===== src/rtl/h_sort_unit.sv =====
// h_sort_unit: captures a group of tagged H entries and streams the valid ones out in ascending column order.
module h_sort_unit #(
   parameter int N_ENT = 35,
   parameter int COL_W = 8,
   parameter int ROW_W = 6
) (
   input  logic                             clk,
   input  logic                             rst_n,
   input  logic [N_ENT*(COL_W+ROW_W)-1:0]   H_to_sort,
   input  logic                             load_to_interleaving,
   input  logic                             f_one_iteration,
   output logic                             busy,
   output logic                             out_valid,
   input  logic                             out_ready,
   output logic [COL_W-1:0]                 out_col,
   output logic [ROW_W-1:0]                 out_row,
   output logic                             out_last,
   output logic [5:0]                       out_cnt,
   output logic                             group_done,
   output logic                             overflow
);
   localparam int W = COL_W + ROW_W;
   localparam logic [N_ENT-1:0] ONE = {{(N_ENT-1){1'b0}}, 1'b1};
   typedef enum logic {IDLE, SORT} state_t;
   state_t state_q, state_d;
   logic [N_ENT-1:0] valid_q, valid_d, in_valid;
   logic [COL_W-1:0] col_q [N_ENT];
   logic [COL_W-1:0] col_d [N_ENT];
   logic [ROW_W-1:0] row_q [N_ENT];
   logic [ROW_W-1:0] row_d [N_ENT];
   logic [5:0] cnt_q, cnt_d, sel;
   logic done_q, done_d, ovf_q, ovf_d;
   logic found, one_left, xfer, capture;
   logic [COL_W-1:0] best_col;
   logic [ROW_W-1:0] best_row;
   always_comb begin
      in_valid = '0;
      for (int i = 0; i < N_ENT; i++) in_valid[i] = |H_to_sort[i*W +: COL_W];
   end
   // strict less-than keeps the lowest index on equal columns
   always_comb begin
      found = 1'b0;
      sel = '0;
      best_col = '0;
      best_row = '0;
      for (int i = 0; i < N_ENT; i++) begin
         if (valid_q[i] && (!found || col_q[i] < best_col)) begin
            found = 1'b1;
            sel = 6'(i);
            best_col = col_q[i];
            best_row = row_q[i];
         end
      end
   end
   assign one_left = |valid_q && ~|(valid_q & (valid_q - ONE));
   assign xfer = out_valid && out_ready;
   assign capture = state_q == IDLE && load_to_interleaving;
   always_ff @(posedge clk or negedge rst_n) begin
      if (!rst_n) state_q <= IDLE;
      else state_q <= state_d;
   end
   always_comb begin
      state_d = state_q;
      if (f_one_iteration) state_d = IDLE;
      else if (capture) state_d = |in_valid ? SORT : IDLE;
      else if (xfer && one_left) state_d = IDLE;
   end
   always_comb begin
      busy = state_q == SORT;
      out_valid = busy;
      out_col = best_col;
      out_row = best_row;
      out_last = busy && one_left;
      out_cnt = cnt_q;
      group_done = done_q;
      overflow = ovf_q;
   end
   always_comb begin
      valid_d = valid_q;
      col_d = col_q;
      row_d = row_q;
      cnt_d = cnt_q;
      done_d = 1'b0;
      ovf_d = ovf_q | (load_to_interleaving && state_q == SORT);
      if (f_one_iteration) begin
         valid_d = '0;
         cnt_d = '0;
         ovf_d = 1'b0;
      end else if (capture) begin
         valid_d = in_valid;
         cnt_d = '0;
         done_d = ~|in_valid;
         for (int i = 0; i < N_ENT; i++) begin
            col_d[i] = H_to_sort[i*W +: COL_W];
            row_d[i] = H_to_sort[i*W+COL_W +: ROW_W];
         end
      end else if (xfer) begin
         valid_d = valid_q & ~(ONE << sel);
         cnt_d = cnt_q + 6'd1;
         done_d = one_left;
      end
   end
   always_ff @(posedge clk or negedge rst_n) begin
      if (!rst_n) begin
         valid_q <= '0;
         col_q <= '{default: '0};
         row_q <= '{default: '0};
         cnt_q <= '0;
         done_q <= 1'b0;
         ovf_q <= 1'b0;
      end else begin
         valid_q <= valid_d;
         col_q <= col_d;
         row_q <= row_d;
         cnt_q <= cnt_d;
         done_q <= done_d;
         ovf_q <= ovf_d;
      end
   end
endmodule


===== config.mk =====
export PLATFORM = sky130hd
export DESIGN_NAME = h_sort_unit
export DESIGN_NICKNAME = d
export VERILOG_FILES = /design/src/rtl/h_sort_unit.sv
export SDC_FILE = /design/constraint.sdc
export NUM_CORES = 2
export LEC_CHECK = 0
export ABC_AREA = 1
export CORE_MARGIN = 5
export CORE_UTILIZATION = 40
export DETAILED_ROUTE_END_ITERATION = 7
export PLACE_DENSITY = 0.63
export SYNTH_ARGS = -nofsm -noshare
export SYNTH_HDL_FRONTEND = slang
export SYNTH_SLANG_ARGS = --single-unit

===== constraint.sdc =====
create_clock -name clk -period 54.4 [get_ports clk]
set_clock_uncertainty 0.15 [all_clocks]
set_input_delay 8.16 -clock clk [delete_from_list [all_inputs] [get_ports clk]]
set_output_delay 8.16 -clock clk [all_outputs]
set_load 0.005 [all_outputs]

==> flow_summary.json <==
{
  "synthDominantCellAreaShare_pct": 38.2,
  "maxCapViolCount": 0,
  "cts_hold_buf": 0,
  "yosysMostFrequentCell": "nand2_1",
  "crit_cells": 316,
  "ys_seq_elements": 534,
  "place_area_sq_um": 40200,
  "fp-row-count": 108,
  "reg2reg_slack_ns": 12.11,
  "crit_type": "reg2out",
  "synthesis.nets": 5549,
  "grt_pass1_wl_microns": 180000,
  "synthesis.area_sq_um": 35000,
  "netlist_instances": 4868,
  "ios": 520,
  "antenna_found_initial": 24,
  "tightest_slew_ns": 1.33,
  "root_buffer": "clkbuf_16",
  "synth_commonest_cells": "1856 x nand2_1, 601 x o21ai_0, 534 x dfrtp_1, 442 x inv_1, 236 x nand3_1",
  "worstHoldPathType": "reg2reg",
  "power.density_nw_per_um2": 55.3,
  "synth_top_cell_by_area": "dfrtp_1",
  "p_total_mw": 2.39,
  "leakagePower_nw": 20.9,
  "clk_pin_slew_worst_paths_ns": 0.06,
  "port_buffers": 519,
  "synth_cell_types": 50,
  "first_pass_iters": 6,
  "cts_tree": "built",
  "seq_area_sq_um": 13400,
  "rr_worst_depth": 319,
  "final_nets": 5964,
  "worst_ir_drop_vdd_v": 0.0000279,
  "min_period_over_period_pct": 93.0,
  "hold_depth": 2,
  "clockBufferDepth": 3,
  "cp-start-kind": "register",
  "initial_core_util_pct": 40.3,
  "timing.fmax_ghz": 0.0198,
  "cpLargestDelayFamily": "simple AND/OR/NAND/NOR gates",
  "postRouteAntennaNets": 0,
  "drc_errors": 0,
  "gp_congestion": 0.919,
  "ys_warn_count": 0,
  "cp.arrival_ns": 42.27,
  "hold_viol": 0,
  "wl_microns": 118000,
  "cpMaxStageDelayCell": "clkdlybuf4s50_1",
  "whs_ns": 0.343,
  "htree_levels": 2,
  "cpMostUsedCell": "nand2_1",
  "dieHeight_microns": 306,
  "clk_latency_ns": 0.64,
  "final_area_sq_um": 43200,
  "status": "completed",
  "dpl.hpwl_microns": 89800,
  "yosys-top-cells-area": "dfrtp_1 38%, nand2_1 20%, o21ai_0 8.6%",
  "synth_edf_count": 0,
  "cp.buffers_inverters": 23,
  "viasPerCell": 5.09,
  "cp-end-kind": "output port",
  "avgSynthCellArea_sq_um": 7.18,
  "grt_pass1_vias": 31700,
  "wire_per_inst_microns": 18.2,
  "core_sq_um": 86800,
  "required_ns": 46.09,
  "layout-drive-gt1-share_pct": 8.31,
  "grt_use_total_pct": 24.1,
  "slew_headroom_pct": 11.1,
  "yosysSeqAreaShare_pct": 38.2,
  "clkSinkCount": 534,
  "first_iter_violations": 2552,
  "cts_buffers": 61,
  "critical_path.max_stage_delay_ns": 0.51,
  "fillers": 8690,
  "maxSlewViolCount": 0,
  "die_area_sq_um": 93400,
  "period_needed_ns": 50.58,
  "die_x_microns": 306,
  "critPathMaxFanout": 29,
  "async_reset_ff_share_pct": 100,
  "area_delta_synth_final_pct": 23.5,
  "grt_overflow": 0,
  "setup_viol_count_final": 0,
  "synthFlopType": "dfrtp_1",
  "grt_max_degree": 233,
  "multi_input_area_sq_um": 18900,
  "route.vias.total": 33100
}
[layer usage]
| metal | global-route usage (%) | vias up | routed length [microns] |
|---|---|---|---|
| li1 | - | 16600 | - |
| met1 | 31.3 | 15400 | 51100 |
| met2 | 40.3 | 824 | 56100 |
| met3 | 5.94 | 187 | 7890 |
| met4 | 6.49 | 16 | 3280 |
| met5 | 0 | - | 100 |
[worst paths after layout]
kind,from,endpoint
min in group asynchronous,rst_n,row_q[208]$_DFFE_PN0P_
hold reg to reg,col_q[273]$_DFFE_PN0P_,col_q[273]$_DFFE_PN0P_
max in group asynchronous,rst_n,row_q[100]$_DFFE_PN0P_
hold / removal,col_q[273]$_DFFE_PN0P_,col_q[273]$_DFFE_PN0P_
setup reg to reg,valid_q[0]$_DFFE_PN0P_,valid_q[0]$_DFFE_PN0P_
setup / recovery,valid_q[0]$_DFFE_PN0P_,out_col[7]
[power by group]
group | switching (mW) | leakage (nW) | internal, mW
logic | 0.903 | 13.3 | 0.534
registers | 0.0603 | 6.64 | 0.472
clock network | 0.176 | 0.993 | 0.245
[metrics by stage]
| stage | util, % | std cells | TNS [ns] | setup WS [ns] |
|---|---|---|---|---|
| 2_1_floorplan | - | 4868 | 0 | 2.83 |
| 3_3_place_gp | 46.4 | 6340 | -11.82 | -0.913 |
| 3_5_place_dp | 46.4 | 6340 | -30.19 | -2.23 |
| 4_1_cts | 48.8 | 6455 | 0 | 0.000970 |
| 5_1_grt | 49.7 | 6495 | -3.93 | -0.333 |
| 6_report | 49.8 | 6505 | 0 | 3.82 |
[final cells by class]
cell class | instances | share of cell area, %
antenna | 17 | 0.0985
sequential | 534 | 31.0
tap | 1155 | 3.35
multi-input combinational | 3641 | 43.7
clock inverter | 22 | 0.484
inverter | 474 | 4.21
clock buffer | 91 | 4.22
timing repair buffer | 571 | 13.0
[what timing repair did]
item / 4_1_cts / 5_1_grt
setup buffers: 2 / 23
resized for setup: 80 / 149
pin swaps: 0 / 11
setup endpoints to repair: 14 / 14
gates cloned: 0 / 10
[flip-flops by register name (all words and copies together) (netlist names)]
register,flops
row_q,210
group_done,1
busy,1
out_cnt,6
col_q,280
valid_q,35
overflow,1
[cells in the final DEF, fill, tap and decap left out, types with 7 or more instances in the layout]
master,netlist,final
nand2_1,1856,1853
dfrtp_1,534,533
clkdlybuf4s50_1,0,518
o21ai_0,601,477
inv_1,442,442
nand3_1,236,236
nor2_1,193,191
ha_1,186,186
o21ai_1,5,99
nand2_2,117,98
o211ai_1,97,97
nor4_1,70,70
clkbuf_16,0,63
a21oi_1,59,59
buf_4,8,48
o21ai_2,17,47
nand2_4,38,45
nand2_8,3,28
o21bai_1,26,26
a31oi_1,25,25
inv_2,18,18
a211oi_2,0,18
diode_2,0,17
a211oi_1,35,17
nand4_1,16,16
clkbuf_1,139,14
clkbuf_8,42,14
nor2_2,12,11
clkinv_2,0,11
nand3_2,10,10
clkinv_1,9,8
nor3_1,7,7
[logic make-up (layout without fill, tap and decap cells)]
logic type	after synthesis	in the layout	share of synthesized area (%)
adders and majority gates	186	186	6.66
buffers and inverters	703	1158	9.76
AOI/OAI and AO/OA	879	879	14.1
xor gates and xnor gates	3	3	0.0752
other	0	17	0
and+or+nand+nor	2563	2573	31.2
DFF	534	534	38.2
[tightest hold or removal path, delay by kind of cell (launching register included)]
kind             cells  cell delay [ns]
DFF                  1             0.35
and+or+nand+nor      2             0.11
Power figures use the tool's default switching activity.
